`src/rtl/alu_pkg.sv`:
```
// Shared definitions for multi_op_alu: opcode and state encodings, operand-count split.
package alu_pkg;

  typedef enum logic [2:0] {
    OP_ADD = 3'd0,
    OP_SUB = 3'd1,
    OP_AND = 3'd2,
    OP_OR  = 3'd3,
    OP_XOR = 3'd4,
    OP_SHL = 3'd5,
    OP_ACC = 3'd6,
    OP_CLR = 3'd7
  } op_t;

  typedef enum logic [1:0] {
    IDLE  = 2'd0,
    GET_B = 2'd1,
    EXEC  = 2'd2,
    DONE  = 2'd3
  } state_t;

  // Opcodes 0..TWO_OP_MAX take a B operand; everything above skips the B cycle.
  localparam int unsigned TWO_OP_MAX = 5;

endpackage

```
`src/rtl/multi_op_alu_exec.sv`:
```
// Combinational execute datapath for multi_op_alu.
// Accumulator ports and ACC/CLR opcodes exist only when MULTI_OP_ALU_ACC_EN is defined.
module multi_op_alu_exec
  import alu_pkg::*;
#(
  parameter int DATA_WIDTH   = 8,
  parameter int OPCODE_WIDTH = 3
) (
  input  logic [OPCODE_WIDTH-1:0] opcode,
  input  logic [DATA_WIDTH-1:0]   a,
  input  logic [DATA_WIDTH-1:0]   b,
`ifdef MULTI_OP_ALU_ACC_EN
  input  logic [DATA_WIDTH-1:0]   acc,
  output logic [DATA_WIDTH-1:0]   acc_next,
`endif
  output logic [DATA_WIDTH-1:0]   result,
  output logic                    overflow,
  output logic                    illegal
);

  localparam int MSB     = DATA_WIDTH - 1;
  localparam int SHIFT_W = (DATA_WIDTH > 1) ? $clog2(DATA_WIDTH) : 1;

  logic [DATA_WIDTH-1:0] sum;
  logic [DATA_WIDTH-1:0] diff;
  logic                  in_range;
  op_t                   op;

  assign sum      = a + b;
  assign diff     = a - b;
  assign in_range = (opcode <= OPCODE_WIDTH'(OP_CLR));
  assign op       = op_t'(opcode[2:0]);

`ifdef MULTI_OP_ALU_ACC_EN
  logic [DATA_WIDTH-1:0] acc_sum;
  assign acc_sum = acc + a;
`endif

  // NOTE: every output gets a default before the case so no path can infer a latch.
  always_comb begin
    result   = '0;
    overflow = 1'b0;
    illegal  = !in_range;
`ifdef MULTI_OP_ALU_ACC_EN
    acc_next = acc;
`endif
    if (in_range) begin
      case (op)
        OP_ADD: begin
          result   = sum;
          overflow = (a[MSB] == b[MSB]) && (sum[MSB] != a[MSB]);
        end
        OP_SUB: begin
          result   = diff;
          overflow = (a[MSB] != b[MSB]) && (diff[MSB] != a[MSB]);
        end
        OP_AND: result = a & b;
        OP_OR:  result = a | b;
        OP_XOR: result = a ^ b;
        OP_SHL: result = a << b[SHIFT_W-1:0];
`ifdef MULTI_OP_ALU_ACC_EN
        OP_ACC: begin
          result   = acc_sum;
          overflow = (acc[MSB] == a[MSB]) && (acc_sum[MSB] != acc[MSB]);
          acc_next = acc_sum;
        end
        OP_CLR: begin
          result   = '0;
          acc_next = '0;
        end
`else
        OP_ACC, OP_CLR: illegal = 1'b1;
`endif
      endcase
    end
  end

endmodule

```
`src/rtl/multi_op_alu.sv`:
```
// Multi-opcode ALU: operand-capture FSM, registered result/overflow/done, optional accumulator.
// Optional feature macro: MULTI_OP_ALU_ACC_EN (accumulator and opcodes ACC/CLR).
module multi_op_alu
  import alu_pkg::*;
#(
  parameter int DATA_WIDTH   = 8,
  parameter int OPCODE_WIDTH = 3
) (
  input  logic                    clk,
  input  logic                    reset_n,
  input  logic                    opcode_valid,
  input  logic [OPCODE_WIDTH-1:0] opcode,
  input  logic [DATA_WIDTH-1:0]   data,
  output logic                    done,
  output logic                    overflow,
  output logic [DATA_WIDTH-1:0]   result,
  output logic                    busy
);

  state_t                  state;
  state_t                  state_next;
  logic [OPCODE_WIDTH-1:0] op_q;
  logic [DATA_WIDTH-1:0]   a_q;
  logic [DATA_WIDTH-1:0]   b_q;
  logic [DATA_WIDTH-1:0]   exec_result;
  logic                    exec_overflow;
  logic                    exec_illegal;

`ifdef MULTI_OP_ALU_ACC_EN
  logic [DATA_WIDTH-1:0] acc;
  logic [DATA_WIDTH-1:0] acc_next;
`endif

  multi_op_alu_exec #(
    .DATA_WIDTH  (DATA_WIDTH),
    .OPCODE_WIDTH(OPCODE_WIDTH)
  ) u_exec (
    .opcode  (op_q),
    .a       (a_q),
    .b       (b_q),
`ifdef MULTI_OP_ALU_ACC_EN
    .acc     (acc),
    .acc_next(acc_next),
`endif
    .result  (exec_result),
    .overflow(exec_overflow),
    .illegal (exec_illegal)
  );

  always_comb begin
    state_next = state;
    case (state)
      IDLE: begin
        if (opcode_valid) begin
          state_next = (opcode <= OPCODE_WIDTH'(TWO_OP_MAX)) ? GET_B : EXEC;
        end
      end
      GET_B:   state_next = EXEC;
      EXEC:    state_next = DONE;
      DONE:    state_next = IDLE;
      default: state_next = IDLE;
    endcase
  end

  assign busy = (state != IDLE);

  // NOTE: sequential state uses non-blocking assignments so every register samples pre-edge values.
  always_ff @(posedge clk) begin
    if (!reset_n) begin
      state    <= IDLE;
      done     <= 1'b0;
      overflow <= 1'b0;
      result   <= '0;
      op_q     <= '0;
      a_q      <= '0;
      b_q      <= '0;
    end else begin
      state <= state_next;
      done  <= (state == EXEC);
      if (state == IDLE && opcode_valid) begin
        op_q <= opcode;
        a_q  <= data;
      end
      if (state == GET_B) begin
        b_q <= data;
      end
      // Illegal opcodes report a clean zero result regardless of what the datapath produced.
      if (state == EXEC) begin
        result   <= exec_illegal ? '0 : exec_result;
        overflow <= exec_illegal ? 1'b0 : exec_overflow;
      end
    end
  end

`ifdef MULTI_OP_ALU_ACC_EN
  always_ff @(posedge clk) begin
    if (!reset_n) begin
      acc <= '0;
    end else if (state == EXEC && !exec_illegal) begin
      acc <= acc_next;
    end
  end
`endif

endmodule

```
`config.mk`:
```
export PLATFORM = sky130hd
export DESIGN_NAME = multi_op_alu
export DESIGN_NICKNAME = d
export VERILOG_FILES = /design/src/rtl/alu_pkg.sv /design/src/rtl/multi_op_alu_exec.sv /design/src/rtl/multi_op_alu.sv
export SDC_FILE = /design/constraint.sdc
export NUM_CORES = 1
export LEC_CHECK = 0
export ABC_AREA = 1
export ABC_CLOCK_PERIOD_IN_PS = 4340
export BUFFER_PORTS_ARGS = -buffer_cell sky130_fd_sc_hd__buf_4
export CAP_MARGIN = 0
export CORE_AREA = 5 5 78 80
export CTS_CLUSTER_DIAMETER = 30
export DETAILED_ROUTE_END_ITERATION = 16
export DIE_AREA = 0 0 83 85
export GPL_TIMING_DRIVEN = 0
export PLACE_DENSITY = 0.68
export SLEW_MARGIN = 20
export SYNTH_ARGS = -nofsm -noshare
export SYNTH_HDL_FRONTEND = slang
export SYNTH_SLANG_ARGS = --single-unit
export TNS_END_PERCENT = 5
```
`constraint.sdc`:
```
create_clock -name clk -period 4.34 [get_ports clk]
set_input_delay 1.085 -clock clk [delete_from_list [all_inputs] [get_ports clk]]
set_output_delay 1.085 -clock clk [all_outputs]
set_load 0.01 [all_outputs]
```
---- Word-level counts from Yosys, hierarchy flattened ----
Index checks and enable logic that the tools add are counted.
word-level totals
  input bits .............................. 14
  register bits ........................... 31
  memories ................................ 0
  bits in latches ......................... 0
  bits in writable memories ............... 0
  memory bits (read-only) ................. 0
  word-level logic and storage cells ...... 49
  output and inout port bits .............. 11
operators by class
  equality and inequality tests ........... 15
  shifts and indexed selects .............. 1
  div/mod/pow operators ................... 0
  reduce and logical (&&, ||, !) cells .... 8
  $lt $le $gt $ge ......................... 2
  multipliers ............................. 0
  muxes and demuxes ....................... 11
  bitwise logic cells ..................... 3
  add/subtract/negate cells ............... 2
operators by type and width
  cell                count
  $pmux 8 s6          1
  $mux 8              2
  $eq 3x3->1 const B  4
  $add 8x8->8         1
  $and 8x8->8         1
  $or 8x8->8          1
  $pmux 2 s4          1
  $shl 8x3->8         1
  $sub 8x8->8         1
  $xor 8x8->8         1
  $eq 3x2->1 const B  2
  $le 3x3->1 const B  2
  $eq 2x2->1 const B  2
  $mux 1              4
  $mux 2              2
  $eq 3x1->1 const B  1
  $logic_and 1x1->1   3
  $logic_not 3->1     1
  $ne 1x1->1          3
  $eq 2x1->1 const B  1
  $logic_not 2->1     1
  $ne 2x2->1 const B  1
  $pmux 1 s2          1
  $reduce_bool 2->1   1
  3 further kinds     3

---- Longest topological paths before layout ----
Gate-level depths: netlist (run 1).
  word-level depth ........................ 6
  gate-level depth with buffers ........... 13
  gate-level depth less buffers ........... 12

---- Cells and area by module ----
From an unflattened synthesis (run 1), not the netlist that was laid out.
second synthesis, totals
  cells, all modules ...................... 425
  area, all modules ....................... 2646.3 um^2
by module, submodules not included
  module             seq. area each (um^2)  area each (um^2)  cells an instance  times used
  multi_op_alu_exec  0.0                    1468.9            275                1
  multi_op_alu       620.6                  1177.4            150                1

---- Least setup slack after synthesis (run 1) ----
Ideal clock, no wire load.
  path kind ............................... register -> register
  from .................................... register b_q[2]
  to ...................................... register result[7]
  required time ........................... 4268 ps
  arrival time ............................ 1753 ps
  library setup time ...................... 72 ps
  stages on the path, launching flop included .. 12
  setup slack ............................. 2515 ps
  buffers on the path ..................... 1
  path through ............................ dfxtp_1 inv_1 ha_1 clkbuf_2 or2_1 nand3_2 nand2_1 nand2_1 nand3_1 nand3_1 nand2_1 a21oi_1
on the way
  word-level cells in the longest chain between the ends .. 4
ends and longest elaborated chain
  element                                    RTL line                 source
  from (decl)                                multi_op_alu.sv:24       logic [DATA_WIDTH-1:0] b_q;
  from (signal assigned)                     multi_op_alu.sv:85       b_q <= data;
  $sub 8x8->8, or another cell as far along  multi_op_alu_exec.sv:30  assign diff = a - b;
  $pmux 8 s6 (*)                             multi_op_alu_exec.sv:48  case (op)
  $mux 8 (*)                                 multi_op_alu_exec.sv:47  if (in_range) begin
  $mux 8 (*)                                 multi_op_alu.sv:89       result <= exec_illegal ? '0 : exec_result;
  to (signal assigned)                       multi_op_alu.sv:89
  to (decl)                                  multi_op_alu.sv:16       output logic [DATA_WIDTH-1:0] result,
Mark *: on every way between the ends. The rest lies on a longest branch, timed or not.
A chain may end at the register's enable or synchronous reset.

---- Final worst setup path (run 1) ----
  from .................................... register state[0]
  to ...................................... output busy
on the way
  word-level cells in the longest chain between the ends .. 1
ends and longest elaborated chain
  element                 RTL line            source
  from (decl)             multi_op_alu.sv:20  state_t state;
  from (signal assigned)  multi_op_alu.sv:78  state <= state_next;
  $reduce_bool 2->1       multi_op_alu.sv:65  assign busy = (state != IDLE);
  to (decl)               multi_op_alu.sv:17  output logic busy
No other way between the ends.

==> results of run 1 <==
==> worst max-delay path, stage by stage, from the launching register on <==
cell and delay (ps):
dfxtp_1 350, inv_1 80, ha_1 220, inv_1 70, buf_4 110
==> synth_stat cells <==
cell | n | share of area
nand3b_1 | 2 | 0.0058
o211ai_1 | 4 | 0.012
nor3b_2 | 1 | 0.0049
ha_1 | 28 | 0.14
nand3_2 | 3 | 0.012
or2_1 | 1 | 0.0024
o2111ai_1 | 2 | 0.0068
clkinv_1 | 2 | 0.0029
o21ai_2 | 1 | 0.0034
nor2_1 | 25 | 0.037
nor2_4 | 1 | 0.0044
clkbuf_2 | 1 | 0.0019
o21bai_1 | 1 | 0.0029
nor2_8 | 1 | 0.0078
nor2_2 | 2 | 0.0049
inv_2 | 8 | 0.012
nor3_1 | 1 | 0.0019
buf_4 | 2 | 0.0058
buf_6 | 1 | 0.0044
o21ai_1 | 3 | 0.0058
nand3_1 | 42 | 0.082
o22ai_1 | 2 | 0.0049
dfxtp_1 | 31 | 0.24
fa_1 | 2 | 0.016
nand4_1 | 3 | 0.0073
clkbuf_1 | 3 | 0.0044
buf_2 | 2 | 0.0039
a31oi_1 | 1 | 0.0024
inv_1 | 44 | 0.064
buf_1 | 2 | 0.0029
nand3_4 | 2 | 0.014
nand2_1 | 95 | 0.14
clkinv_2 | 1 | 0.0019
or2_2 | 1 | 0.0024
a21oi_2 | 2 | 0.0068
o21ai_0 | 33 | 0.064
a21oi_1 | 35 | 0.068
==> state kept, by name, summed over array words and instances, names as in the netlist <==
| signal | flops |
|---|---|
| state | 2 |
| overflow | 1 |
| op_q | 3 |
| done | 1 |
| b_q | 8 |
| result | 8 |
| a_q | 8 |
==> per-stage QoR <==
step	area, µm²	setup WS, ps	power [mW]
after floorplan	2570	2520	1.01
after global placement	2840	2240	1.22
after detailed placement	2840	2260	1.23
after CTS	2960	2120	1.53
after global routing	2960	2000	1.67
final	2960	2140	1.53
==> per-layer routing <==
layer  wire length [µm]  track usage  part of all wire
met5                  0            0                 0
met4                136       0.0639             0.020
met3                298       0.0330             0.045
met2               2980        0.313              0.45
met1               3220        0.261              0.49
==> layout make-up <==
type | instances | area, µm²
fill | 587 | 2380
tap | 72 | 90.1
clock buffer | 6 | 82.6
clock inverter | 2 | 35.0
buffer | 11 | 60.1
timing repair buffer | 24 | 180
multi-input combinational | 294 | 1680
sequential | 31 | 621
inverter | 55 | 208
==> power groups by stage <==
| stage | sequential, mW | clock (mW) | combinational [mW] |
|---|---|---|---|
| after global routing | 0.421 | 0.313 | 0.933 |
| final | 0.412 | 0.294 | 0.823 |
| after detailed placement | 0.417 | 0 | 0.813 |
| after global placement | 0.416 | 0 | 0.801 |
| after CTS | 0.411 | 0.301 | 0.817 |
| after floorplan | 0.408 | 0 | 0.601 |
==> kinds of logic (layout without fill, tap and decap cells) <==
family,Yosys count,count (layout),synth area share
AO/OA/AOI/OAI,84,84,0.177
buffers and inverters,66,98,0.104
flip-flops,31,31,0.242
adder cells (fa/ha/maj),30,30,0.152
AND/OR/NAND/NOR,180,180,0.325
==> worst paths after layout <==
kind	startpoint	endpoint	slack, ps	cells after the start
max	state[0]	busy	2140	4
min reg2reg	result[5]	result[5]	470	2
max reg2reg	b_q[2]	result[5]	2210	11
min	result[5]	result[5]	470	2
==> summary.txt, run 1 <==
Logic synthesis
  • Post-Syn Instances: 391
  • Sequential area share after synthesis: 0.242
  • Cell variety after synth: 37
  • Synth Cell Area: 2570 µm²
  • #FFs+latches synth: 31
  • Ys Warns: 0
  • Synth Net Count: 435
  • Syn avg cell area: 6.57 µm²

Global route
  • Aggregate global-route resource usage: 0.193
  • Congestion Overflow GR: 0
  • Initial antenna violation count: 0
  • Vias in the first global route: 2332
  • First-pass GRT wire length: 11.0 mm
  • Largest net degree at the start of global routing: 11

Clocking
  • Buffer count from post-CTS setup fixing: 0
  • Cts bufs inserted: 5
  • Clock buffer depth: 2
  • CTS H-tree depth: 2
  • CTS Hold Buffers Added: 0
  • # clock sinks: 31
  • Clock latency on the worst-skew pair: 290 ps
  • CTS tree: done
  • Root Buffer: clkbuf_8
  • Post-cts sizing count: 0
  • Reg clk slew, reported paths: 70 ps

Power
  • Clock network fraction of design power: 0.192
  • Lkg Pwr: 1.36 nW
  • Gate power share: 0.538
  • Sequential share of power: 0.269
  • P_sw: 709 µW
  • Int Pwr: 819 µW
  • VDD IR-drop max: 0.000262 V
  • Switch share: 0.464
  • PwrDens: 517 nW/µm²

Detailed routing
  • Antenna viol nets, final: 0
  • Routed wire per std cell: 13.4 µm
  • Iteration-0 DRC Markers: 139
  • DR vias/cell: 5.22
  • DRC Markers: 0
  • Drt total wl: 6.64 mm
  • Via count: 2583
  • Drt pass-1 iters: 4

Final layout
  • Post-layout util: 0.554
  • Most frequent cells in the layout: nand2_1 (95), inv_1 (44), nand3_1 (42)
  • Share of layout cells above drive strength 1: 0.144
  • Final Net Count: 466
  • # diodes: 0
  • Final Instance Count excl. Fillers: 495
  • Commonest non-fill, non-tap cell in the layout: nand2_1
  • P&R area growth vs syn: 15.1%

Worst setup path
  • Arrival @ worst endpoint: 1110 ps
  • Max Fanout on Critical Path: 3
  • Crit path launch type: flop
  • CP Class: reg -> out
  • CP Capture Type: primary output
  • Worst Path Required: 3250 ps

Timing
  • Clk_skew: 8.91 ps
  • Hold Slack: 466 ps
  • # setup viols final: 0
  • Min cycle time layout: 2200 ps
  • Max Slew Vio Count: 0
  • Setup TNS: 0 ps
  • Final Cycle Share: 0.506
  • Worst slew pin tran: 494 ps
  • Fmax: 455 MHz
  • Relative slew slack: 0.671
  • Final hold violations: 0
  • RSZ-0062 raised after global routing: false

Floorplanning
  • Initial Util: 0.481
  • Core Box Area: 5340 µm²
  • Die area: 7060 µm²
  • Floorplan row count: 27
  • Die Ht: 85 µm
  • I/O Pins: 25
  • Die Span X: 83 µm

Run status
  • Status: finished, final reports clean

Placed design
  • Routability Congestion: 0.946
  • Placed Cells: 487
  • IO Port Bufs: 24
  • Detailed placement HPWL: 5.44 mm

Hold path
  • Worst Hold Class: reg -> reg

Run
  • Max_cap viols: 0
Note: power is estimated with default switching activity, not from simulation.
==> inputs of run 2 (changes only) <==
ABC_CLOCK_PERIOD_IN_PS = 2040   (was 4340)
clock period = 2.04 ns   (was 4.34 ns; I/O delays follow)
==> summary.txt, run 2 (same netlist as run 1, synthesis figures left out) <==
Detailed routing
  • DR vias/cell: 5.28 (+1.2%)
  • Iteration-0 DRC Markers: 139 (unchanged)
  • Drt pass-1 iters: 5 (+1)
  • Routed wire per std cell: 13.5 µm (+0.56%)
  • Antenna viol nets, final: 0 (unchanged)
  • DRC Markers: 0 (unchanged)
  • Via count: 2613 (+1.2%)
  • Drt total wl: 6.67 mm (+0.56%)

Worst setup path
  • Max Fanout on Critical Path: 4 (+1)
  • Critical Path End: result[6]
  • CP Capture Type: flop
  • Worst Path Required: 2260 ps (-990 ps)
  • CP Class: reg -> reg
  • Flop2flop setup slack: 140 ps (-2070 ps)
  • Worst r2r dst: result[6]
  • Crit path launch type: flop
  • R2R depth: 12 (+1)
  • Arrival @ worst endpoint: 2120 ps (+1010 ps)
  • Crit path launch: a_q[0]
  • R2r startpoint: a_q[0]

Final layout
  • P&R area growth vs syn: 16.3%
  • Final Instance Count excl. Fillers: 495 (unchanged)
  • Final Net Count: 466 (unchanged)
  • Share of layout cells above drive strength 1: 0.180 (+0.0355)
  • Commonest non-fill, non-tap cell in the layout: nand2_1
  • Fillers: 583 (-0.68%)
  • # diodes: 0 (unchanged)
  • Multi-input logic area: 1700 µm² (+1.0%)
  • Biggest regs: a_q (8), b_q (8), result (8)
  • Most frequent cells in the layout: nand2_1 (95), nand3_1 (42), inv_1 (41)
  • FF/Latch Area: 633 µm² (+2.0%)
  • Post-route cell area: 2990 µm² (+1.0%)

Timing
  • Fmax: 525 MHz
  • Relative slew slack: 0.677 (+0.00642)
  • Max Slew Vio Count: 0 (unchanged)
  • Setup TNS: 0 ps (unchanged)
  • Final Cycle Share: 0.933
  • Worst slew pin tran: 484 ps (-9.63 ps)
  • Final hold violations: 0 (unchanged)
  • Clk_skew: 8.58 ps (-0.338 ps)
  • Final WS setup: 137 ps (-2010 ps)
  • RSZ-0062 raised after global routing: false
  • # setup viols final: 0 (unchanged)
  • Min cycle time layout: 1900 ps

Global route
  • Congestion Overflow GR: 0 (unchanged)
  • Largest net degree at the start of global routing: 11 (unchanged)
  • Initial antenna violation count: 0 (unchanged)
  • First-pass GRT wire length: 11.0 mm (unchanged)
  • Vias in the first global route: 2332 (unchanged)
  • Aggregate global-route resource usage: 0.193 (unchanged)

Floorplanning
  • I/O Pins: 25 (unchanged)
  • Die area: 7060 µm² (unchanged)
  • Floorplan row count: 27 (unchanged)
  • Die Span X: 83 µm (unchanged)
  • Initial Util: 0.481 (unchanged)
  • Core Box Area: 5340 µm² (unchanged)
  • Die Ht: 85 µm (unchanged)

Power
  • Lkg Pwr: 1.36 nW (about the same)
  • VDD IR-drop max: 0.000559 V (+110%)
  • PwrDens: 1100 nW/µm² (+110%)
  • Design Power: 3.30 mW (+120%)

Placed design
  • Dpl cell area: 2840 µm² (unchanged)
  • Placed Cells: 487 (unchanged)
  • DP Worst Slack: -37.0 ps (-2300 ps)
  • Routability Congestion: 0.946 (unchanged)
  • Detailed placement HPWL: 5.44 mm (unchanged)
  • IO Port Bufs: 24 (unchanged)

Hold path
  • Worst Hold Class: reg -> reg
  • Hold depth: 2 (unchanged)

Clocking
  • # clock sinks: 31 (unchanged)
  • CTS H-tree depth: 2 (unchanged)
  • Cts bufs inserted: 5 (unchanged)
  • Clock latency on the worst-skew pair: 290 ps (about the same)
  • Buffer count from post-CTS setup fixing: 0 (unchanged)
  • Reg clk slew, reported paths: 60 ps (about the same)
  • Clock buffer depth: 2 (unchanged)
  • CTS tree: done
  • Root Buffer: clkbuf_8

Run
  • Max_cap viols: 0 (unchanged)

Run status
  • Status: finished, final reports clean
## run 2: changes by cell type in the layout (fill, tap and decap cells not counted), moves of 2 or more
| cell | delta |
|---|---|
| dfxtp_1 | -6 |
| dfxtp_2 | +4 |
| dfxtp_4 | +2 |
| ha_1 | -3 |
| ha_2 | +3 |
| inv_1 | -3 |
| inv_2 | +3 |
## run 2: power by group
| part | total [mW] | internal (mW) | switching, mW |
|---|---|---|---|
| clock network | 0.625 | 0.395 | 0.230 |
| registers | 0.885 | 0.744 | 0.141 |
| logic | 1.79 | 0.634 | 1.15 |
## run 2: worst min path at each step
| stage | from | end |
|---|---|---|
| global route | result[3] | result[3] |
| floorplan | b_q[7] | b_q[7] |
| CTS | result[0] | result[0] |
| detailed placement | result[0] | result[0] |
| finish | result[5] | result[5] |
| global placement | result[5] | result[5] |
## run 2: repair_timing
action                     CTS  global route
gates cloned                 0             0
gates resized for setup      1            17
hold buffers                 0             0
pin swaps                    0             1
setup endpoints to repair    5             6
## run 2: area by class of cell
| type | instances | area share |
|---|---|---|
| inverters | 55 | 0.0696 |
| well taps | 72 | 0.0302 |
| multi-input cells | 294 | 0.568 |
| flip-flops and latches | 31 | 0.212 |
| clock buffers | 6 | 0.0277 |
| plain buffers | 11 | 0.0201 |
| clock inverters | 2 | 0.0117 |
| repair buffers | 24 | 0.0604 |
## run 2: critical path, stage by stage, from the launching register on
cell and delay (ps):
dfxtp_1 360, inv_1 110, ha_2 230, fa_1 410, inv_2 90, nand3_1 110, nand3_1 100, nand2_1 50
nand2_1 70, nand2_1 50, nand3_1 100, nand2_1 60, a21oi_1 110
## run 2: through the flow
stage | utilization | hold slack [ps]
after CTS | 0.554 | 467
after detailed placement | 0.532 | 457
final | 0.559 | 465
after global routing | 0.559 | 491
after floorplan | - | 451
after global placement | 0.532 | 454
## run 2: metal layers
layer / up-vias / share of wire / track usage
met3: 9 / 0.046 / 0.0330
met2: 60 / 0.46 / 0.313
met5: - / 0 / 0
met1: 1202 / 0.48 / 0.261
li1: 1342 / - / -
met4: 0 / 0.016 / 0.0639
==> inputs of run 3 (changes only) <==
ABC_CLOCK_PERIOD_IN_PS = 1600   (was 2040)
MAX_ROUTING_LAYER = met4   (was unset)
PLACE_DENSITY = 0.7   (was 0.68)
RECOVER_POWER = 100   (was unset)
clock period = 1.6 ns   (was 2.04 ns; I/O delays follow)
==> summary.txt, run 3 (same netlist as run 1, synthesis figures left out) <==
Worst setup path
  • Critical path cell sequence: clkinvlp_4, fa_2, inv_4, nand2_2, nand2_1, nand2_1, nand3_1, o21ai_1, o21ai_1, a21oi_1
  • Worst r2r dst: result[4]
  • R2R depth: 10 (-2)
  • CP peak stage delay: 450 ps (+40 ps)
  • Worst Path Required: 1770 ps (-490 ps)
  • CP Capture Type: flop
  • Max Fanout on Critical Path: 3 (-1)
  • CP Class: reg -> reg
  • Arrival @ worst endpoint: 1890 ps (-230 ps)
  • Crit path launch type: flop
  • Slowest CP cell: fa_2
  • CP delay by family, top: adder cells
  • Flop2flop setup slack: -120 ps (-260 ps)
  • R2r startpoint: a_q[1]
  • Critical path buffers and inverters: 2 (unchanged)

Placed design
  • Routability Congestion: 0.932 (-1.4%)
  • IO Port Bufs: 24 (unchanged)
  • Detailed placement HPWL: 5.48 mm (+0.72%)

Final layout
  • FF/Latch Area: 657 µm² (+3.8%)
  • Most frequent cells in the layout: nand2_1 (88), nand3_1 (38), a21oi_1 (34)
  • Biggest regs: a_q (8), b_q (8), result (8)
  • P&R area growth vs syn: 26.5%
  • Share of layout cells above drive strength 1: 0.275 (+0.0956)
  • Final Net Count: 480 (+3.0%)
  • Fillers: 542 (-7.0%)
  • Multi-input logic area: 1860 µm² (+9.4%)
  • Commonest non-fill, non-tap cell in the layout: nand2_1
  • # diodes: 0 (unchanged)

Power
  • Clock network fraction of design power: 0.141 (-0.049)
  • PwrDens: 1410 nW/µm² (+28%)
  • Sequential share of power: 0.245 (-0.023)
  • Lkg Pwr: 1.41 nW (+3.7%)
  • Switch share: 0.475 (+0.0124)
  • Gate power share: 0.614 (+0.072)
  • Design Power: 4.59 mW (+39%)
  • Int Pwr: 2.41 mW (+36%)
  • P_sw: 2.18 mW (+43%)
  • VDD IR-drop max: 0.000786 V (+41%)

Clocking
  • Clock latency on the worst-skew pair: 290 ps (about the same)
  • Cts bufs inserted: 5 (unchanged)
  • CTS tree: done
  • # clock sinks: 31 (unchanged)
  • Clock buffer depth: 2 (unchanged)
  • CTS H-tree depth: 2 (unchanged)
  • Root Buffer: clkbuf_8
  • Reg clk slew, reported paths: 70 ps (about the same)

Detailed routing
  • Antenna viol nets, final: 0 (unchanged)
  • DRC Markers: 0 (unchanged)
  • Drt total wl: 7.33 mm (+9.8%)
  • DR vias/cell: 5.29 (+0.16%)
  • Routed wire per std cell: 14.4 µm (+7.0%)
  • Drt pass-1 iters: 4 (-1)
  • Iteration-0 DRC Markers: 165 (+19%)
  • Via count: 2686 (+2.8%)

Timing
  • Clk_skew: 4.79 ps (-3.78 ps)
  • Max Slew Vio Count: 0 (unchanged)
  • Final hold violations: 0 (unchanged)
  • Final Cycle Share: 1.07 (+0.141)
  • Hold Slack: 392 ps (-73.1 ps)
  • # setup viols final: 7 (+7)
  • Fmax: 582 MHz (+11%)
  • Min cycle time layout: 1720 ps (-184 ps)
  • Setup TNS: -434 ps (-434 ps)
  • Worst slew pin tran: 491 ps (+6.43 ps)
  • RSZ-0062 raised after global routing: true
  • Relative slew slack: 0.673 (-0.00429)
  • Final WS setup: -119 ps (-256 ps)

Floorplanning
  • Die Span X: 83 µm (unchanged)
  • I/O Pins: 25 (unchanged)
  • Core Box Area: 5340 µm² (unchanged)
  • Floorplan row count: 27 (unchanged)
  • Die Ht: 85 µm (unchanged)
  • Die area: 7060 µm² (unchanged)
  • Initial Util: 0.481 (unchanged)

Hold path
  • Worst Hold Class: in -> reg
  • Worst hold endpoint: a_q[0]
  • Hold wc startpoint: reset_n
  • Hold depth: 3 (+1)

Run status
  • Violated checks: negative setup slack
  • Status: finished with violations

Global route
  • Largest net degree at the start of global routing: 11 (unchanged)
  • Initial antenna violation count: 0 (unchanged)
  • Congestion Overflow GR: 0 (unchanged)
  • Vias in the first global route: 2606 (+12%)
  • Aggregate global-route resource usage: 0.219 (+0.0256)
  • First-pass GRT wire length: 12.2 mm (+10%)

Run
  • Max_cap viols: 0 (unchanged)
[run 3: changes by cell type in the layout (fill, tap and decap cells not counted), sizes merged]
cell	change
buf	+3
inv	-1
clkinvlp	+1
bufinv	-1
clkbuf	+11
[run 3: per-stage QoR]
stage	worst slack [ps]	util	cell area (µm²)	std cells
3_3_place_gp	-325	0.541	2890	487
4_1_cts	-94.6	0.606	3230	505
6_report	-119	0.608	3250	508
3_5_place_dp	-360	0.541	2890	487
2_1_floorplan	-6.92	-	2620	391
5_1_grt	-219	0.608	3250	508
[run 3: cell type report]
cell class,count,share of cell area
buffer,10,0.0231
clock buffer,6,0.0254
clock inverter,1,0.00154
inverter,55,0.0697
multi-input combinational,294,0.571
sequential,31,0.202
tap,72,0.0277
timing repair buffer,39,0.0786
[run 3: routing by layer]
| layer | vias to the layer above | GRT usage | wire, µm |
|---|---|---|---|
| met2 | 70 | 0.359 | 3460 |
| li1 | 1374 | - | - |
| met5 | - | - | 0 |
| met1 | 1222 | 0.268 | 3310 |
| met3 | 20 | 0.0330 | 320 |
| met4 | 0 | 0.0951 | 237 |
[run 3: power groups by stage]
stage / clock network (mW) / logic, mW / registers [mW]
after global routing: 0.701 / 3.13 / 1.15
final: 0.646 / 2.82 / 1.13
after floorplan: 0 / 1.69 / 1.12
after CTS: 0.659 / 2.70 / 1.12
after global placement: 0 / 2.24 / 1.15
after detailed placement: 0 / 2.27 / 1.16
[run 3: how the worst max path moves through the flow]
stage / start / endpoint / slack [ps] / cells after the start
after detailed placement: a_q[4] / result[7] / -360 / 12
after CTS: a_q[0] / result[4] / -90 / 11
after global routing: a_q[1] / result[4] / -220 / 10
after global placement: a_q[4] / result[7] / -320 / 12
final: a_q[1] / result[4] / -120 / 10
after floorplan: a_q[0] / result[4] / -7 / 11
[run 3: worst reg2reg max path, delay by kind of cell, from the launching register on]
kind,cells,cell delay (ps)
AO/OA/AOI/OAI,3,330
AND/OR/NAND/NOR,4,220
adder cells (fa/ha/maj),1,450
buffers and inverters,2,240
flip-flops,1,360
[run 3: what timing repair did]
action,4_1_cts,5_1_grt
resized for setup,51,13
gates cloned,0,0
hold buffers,0,0
setup buffers,12,3
endpoints found under the setup margin,8,15
pin swaps,16,3
